--- src/rtl/seq_lshifter32_pkg.sv ---
// Shared constants and state encoding for the sequential left shifter of the ALU datapath.
// The state constants are plain localparams so legacy blocks can reuse the same encoding.
package seq_lshifter32_pkg;

  localparam int WIDTH = 32;
  localparam int SHW   = 5;

  typedef logic [1:0] state_t;

  localparam state_t ST_IDLE  = 2'b00;
  localparam state_t ST_SHIFT = 2'b01;
  localparam state_t ST_DONE  = 2'b10;

endpackage

--- src/rtl/seq_lshifter32_stage_mux.sv ---
// One iteration of the left barrel shifter: picks the fixed power-of-two shift for the
// current stage and applies it only when that stage's amount bit is set.
module lshift_stage_mux #(
  parameter int W = seq_lshifter32_pkg::WIDTH
) (
  input  logic [W-1:0] acc_i,
  input  logic [2:0]   stage_i,
  input  logic         amt_bit_i,
  output logic [W-1:0] acc_o
);

  logic [W-1:0] shifted;

  always_comb begin
    // NOTE: default assignment first so no path through the case can infer a latch.
    shifted = acc_i;
    case (stage_i)
      3'd0:    shifted = {acc_i[W-2:0],  1'b0};
      3'd1:    shifted = {acc_i[W-3:0],  2'b0};
      3'd2:    shifted = {acc_i[W-5:0],  4'b0};
      3'd3:    shifted = {acc_i[W-9:0],  8'b0};
      3'd4:    shifted = {acc_i[W-17:0], 16'b0};
      default: shifted = acc_i;
    endcase
  end

  assign acc_o = amt_bit_i ? shifted : acc_i;

endmodule

--- src/rtl/seq_lshifter32.sv ---
// Multi-cycle logical left shifter: one barrel stage per clock, Start/Busy/Done handshake,
// result gated onto Out by Enable like the other ALU operation units.
module seq_lshifter32
  import seq_lshifter32_pkg::state_t;
  import seq_lshifter32_pkg::ST_IDLE;
  import seq_lshifter32_pkg::ST_SHIFT;
  import seq_lshifter32_pkg::ST_DONE;
#(
  parameter int WIDTH = seq_lshifter32_pkg::WIDTH,
  parameter int SHW   = seq_lshifter32_pkg::SHW
) (
  input  logic             Clk,
  input  logic             Rst,
  input  logic             Start,
  input  logic [WIDTH-1:0] In1,
  input  logic [WIDTH-1:0] In2,
  input  logic             Enable,
  output logic             Busy,
  output logic             Done,
  output logic [WIDTH-1:0] Out
);

  state_t           state_q, state_d;
  logic [WIDTH-1:0] acc_q, acc_d;
  logic [SHW-1:0]   amt_q, amt_d;
  logic [2:0]       stage_q, stage_d;

  logic [WIDTH-1:0] acc_shifted;
  logic [7:0]       amt_ext;
  logic             amt_bit;

  // Upper amount bits are deliberately ignored: shifts are taken modulo WIDTH.
  logic unused_in2_hi;
  assign unused_in2_hi = ^In2[WIDTH-1:SHW];

  assign amt_ext = 8'(amt_q);
  assign amt_bit = amt_ext[stage_q];

  lshift_stage_mux #(.W(WIDTH)) u_stage_mux (
    .acc_i     (acc_q),
    .stage_i   (stage_q),
    .amt_bit_i (amt_bit),
    .acc_o     (acc_shifted)
  );

  always_comb begin
    state_d = state_q;
    acc_d   = acc_q;
    amt_d   = amt_q;
    stage_d = stage_q;
    case (state_q)
      ST_IDLE: begin
        if (Start) begin
          state_d = ST_SHIFT;
          acc_d   = In1;
          amt_d   = In2[SHW-1:0];
          stage_d = 3'd0;
        end
      end
      ST_SHIFT: begin
        acc_d = acc_shifted;
        if (stage_q == 3'(SHW - 1)) begin
          state_d = ST_DONE;
        end else begin
          stage_d = stage_q + 3'd1;
        end
      end
      ST_DONE: state_d = ST_IDLE;
      default: state_d = ST_IDLE;
    endcase
  end

  // NOTE: sequential state uses non-blocking assignments so every register samples pre-edge values.
  always_ff @(posedge Clk) begin
    if (Rst) begin
      state_q <= ST_IDLE;
      acc_q   <= '0;
      amt_q   <= '0;
      stage_q <= 3'd0;
    end else begin
      state_q <= state_d;
      acc_q   <= acc_d;
      amt_q   <= amt_d;
      stage_q <= stage_d;
    end
  end

  assign Busy = (state_q == ST_SHIFT);
  assign Done = (state_q == ST_DONE);
  assign Out  = acc_q & {WIDTH{Enable}};

endmodule

--- config.mk ---
export PLATFORM = sky130hd
export DESIGN_NAME = seq_lshifter32
export DESIGN_NICKNAME = d
export VERILOG_FILES = /design/src/rtl/seq_lshifter32_pkg.sv /design/src/rtl/seq_lshifter32_stage_mux.sv /design/src/rtl/seq_lshifter32.sv
export SDC_FILE = /design/constraint.sdc
export NUM_CORES = 1
export LEC_CHECK = 0
export CORE_ASPECT_RATIO = 1.4
export CORE_MARGIN = 3
export CORE_UTILIZATION = 42
export DETAILED_ROUTE_END_ITERATION = 6
export HOLD_SLACK_MARGIN = 0.02
export PLACE_DENSITY = 0.77
export SLEW_MARGIN = 20
export SYNTH_ARGS = -nofsm -noshare
export SYNTH_HDL_FRONTEND = slang
export SYNTH_SLANG_ARGS = --single-unit
--- constraint.sdc ---
create_clock -name Clk -period 1.97 [get_ports Clk]
set_clock_uncertainty 0.1 [all_clocks]
set_input_delay 0.394 -clock Clk [delete_from_list [all_inputs] [get_ports Clk]]
set_output_delay 0.394 -clock Clk [all_outputs]
set_load 0.01 [all_outputs]
==> metrics.txt <==
outcome=finished, violations left; failing checks=setup timing; area leader, netlist=dfxtp_1; worst-path cell chain=ha_4 -> ha_4 -> nor2_1 -> o21ai_1 -> o211a_1 -> or2_4 -> buf_12 -> a311oi_2; post-synth net total=462; DR vias=3607; Post-DP HPWL=7320 um; gr usage total=0.248; crit path kind=flop to flop; LEAKAGE=1.79 nW; prevailing post-synth register cell=dfxtp_1; Mapped Cells=389; count of final setup violators=6; most used cell along the critical path=ha_4; number of global-route vias before repair=3444; Synth top area share=0.267; post-synthesis cell type count=35; Critical Path RT=2.08 ns; sequential area share after synthesis=0.267; Synth top cells by count=47 x nand2_1, 44 x o211ai_1, 42 x dfxtp_1, 33 x and2_1, 33 x clkbuf_1; total gr overflow=0; switch share=0.349; Worst Path Max Fanout=8; min cycle time layout=2.02 ns; Avg Inst Size Synth=8.10 sq um; hold path startpoint=amt_q[4]$_SDFFE_PP0P_; Slew Limit Fails=0; Initial Utilization=0.443; Residual DRC=0; Yosys warning count=0; initial antenna violation count=0; CTS tree=built; Placer Congestion=0.980; max_cap viols=0; Num CTS Buffers=5; slowest stage cell on the critical path=dfxtp_4; Root Driver=clkbuf_8; PortBufs=74; Final Cycle Share=1.03; drt pass-1 iters=6; I/O pins=102; Seq pwr share=0.397; Reg2Reg Launch Point=stage_q[0]$_SDFFE_PP0P_; Worst Setup End Kind=flop; Logic pwr share=0.379; clk sink count=42; Async SR Flop Fraction=0; CP Launch Point=stage_q[0]$_SDFFE_PP0P_; top-count cell post-synth=nand2_1; fmax=495 MHz; unrepaired setup endpoints after global routing=true; Clock power frac=0.224; first-pass GRT wire length=17000 um; Routed WL=11000 um; Worst slew margin=0.730; row count=36; startpoint class of the critical path=flop; Max Buffers Root-to-Sink=2; Antenna Violating Nets Remaining=0; CP arrival=2.13 ns; die outline height=109 um; Psw=0.000892 W; largest net degree at the start of global routing=39; final worst setup slack=-0.0513 ns; power per cell area=563 nW/um^2; die area=8590 sq um; #FFs+latches synth=42; share of layout cells above drive strength 1=0.229; cell internal pwr=0.00167 W; VDD IR-drop max=0.427 mV; Skew-Pair Late Insertion Delay=0.30 ns; synthesized cell area=3150 sq um; Core Region=7120 sq um; DP Worst Slack=-0.336 ns; Post-synth EDFFs=0; clock-pin slew on the worst setup and hold paths=0.08 ns; Hold Slack=0.359 ns; Max stage delay on crit path=0.38 ns; H-tree levels=2; synth-to-layout area growth=44.2%; final-layout fill cell count=614; Final nets=549; worst min path class=flop to flop; vias per cell=6.33; top cells by area, synth=dfxtp_1 27%, a311oi_2 11%, o211ai_1 10%; Wirelength per Cell=19.3 um; antenna diode count=0; slew of the pin with the lowest slew margin=0.404 ns; final hold vios=0; DR iter-0 viols=783; Die W=79.2 um
-- flip-flops by register name, indices dropped and copies added (netlist names) --
signal and count:
acc_q 32, stage_q 3, amt_q 5, state_q 2
-- worst max-delay path: cells and delay by family, from the launching register on --
kind,cells,cell delay [ns]
DFF,1,0.38
AOI/OAI and AO/OA,3,0.53
buffers and inverters,1,0.17
adders and majority gates,2,0.32
and+or+nand+nor,2,0.43
-- cell usage in the layout, fill, tap and decap left out, types with 17 or more instances in the layout --
cell type | Yosys | routed
nand2_1 | 47 | 47
o211ai_1 | 44 | 44
clkdlybuf4s50_1 | 0 | 43
buf_4 | 1 | 41
dfxtp_1 | 42 | 35
and2_1 | 33 | 33
nor3_1 | 26 | 26
a311oi_2 | 23 | 24
a22oi_1 | 20 | 20
nor2_1 | 17 | 17
a32oi_1 | 17 | 17
dlygate4sd2_1 | 0 | 17
-- stage by stage --
step / setup TNS (ns) / cells / util / power (W) / instance area, sq um
after CTS: -0.000461 / 564 / 0.611 / 0.00249 / 4350
after global routing: -2.29 / 570 / 0.639 / 0.00268 / 4540
after global placement: -8.54 / 555 / 0.588 / 0.00190 / 4190
after floorplan: 0 / 389 / - / 0.00152 / 3160
final: -0.177 / 570 / 0.639 / 0.00256 / 4540
after detailed placement: -10.27 / 555 / 0.588 / 0.00192 / 4190
-- cell families (layout without fill, tap and decap cells) --
group                    count (synthesis)  in the layout  share of synthesized area
AO/OA/AOI/OAI                          148            148                      0.413
AND/OR/NAND/NOR                        138            138                      0.219
buffers and inverters                   55            141                     0.0782
flip-flops                              42             42                      0.267
adder cells (fa/ha/maj)                  5              5                     0.0198
multiplexers                             1              1                    0.00318
-- layout make-up --
class                           instances  area, sq um  area share
Sequential cell                        42          855       0.188
Clock buffer                            6         82.6      0.0182
Timing Repair Buffer                  127         1310       0.287
Inverter                                8         30.0     0.00661
Tap cell                               95          119      0.0262
Multi-Input combinational cell        292         2150       0.474
-- routing by layer --
metal | up-vias | global-route usage | wire length, um
li1 | 1671 | - | -
met2 | 195 | 0.439 | 5740
met5 | - | 0 | 0
met4 | 0 | 0.129 | 430
met1 | 1700 | 0.285 | 4120
met3 | 41 | 0.0375 | 733
-- power by group through the flow --
| stage | clock network [W] | registers, W | logic [W] |
|---|---|---|---|
| floorplan | 0 | 0.00102 | 0.000501 |
| global placement | 0 | 0.00103 | 0.000870 |
| detailed placement | 0 | 0.00103 | 0.000891 |
| CTS | 0.000565 | 0.00101 | 0.000915 |
| global route | 0.000614 | 0.00103 | 0.00104 |
| finish | 0.000572 | 0.00102 | 0.000970 |
-- path summary, 6_finish.rpt --
kind	endpoint	slack, ns	depth (start not counted)
min	amt_q[4]$_SDFFE_PP0P_	0.36	2
min reg2reg	amt_q[4]$_SDFFE_PP0P_	0.36	2
max	acc_q[24]$_SDFFE_PP0P_	-0.05	8
max reg2reg	acc_q[24]$_SDFFE_PP0P_	-0.05	8
-- timing repair --
item                                    CTS  global route
gates cloned                              2             2
endpoints found under the setup margin   59            46
gates resized for setup                  32            31
hold endpoints to repair                  0             0
pin swaps                                 4            10
hold buffers                              0             0
buffers inserted                          2             4
(Power assumes the default switching activity.)
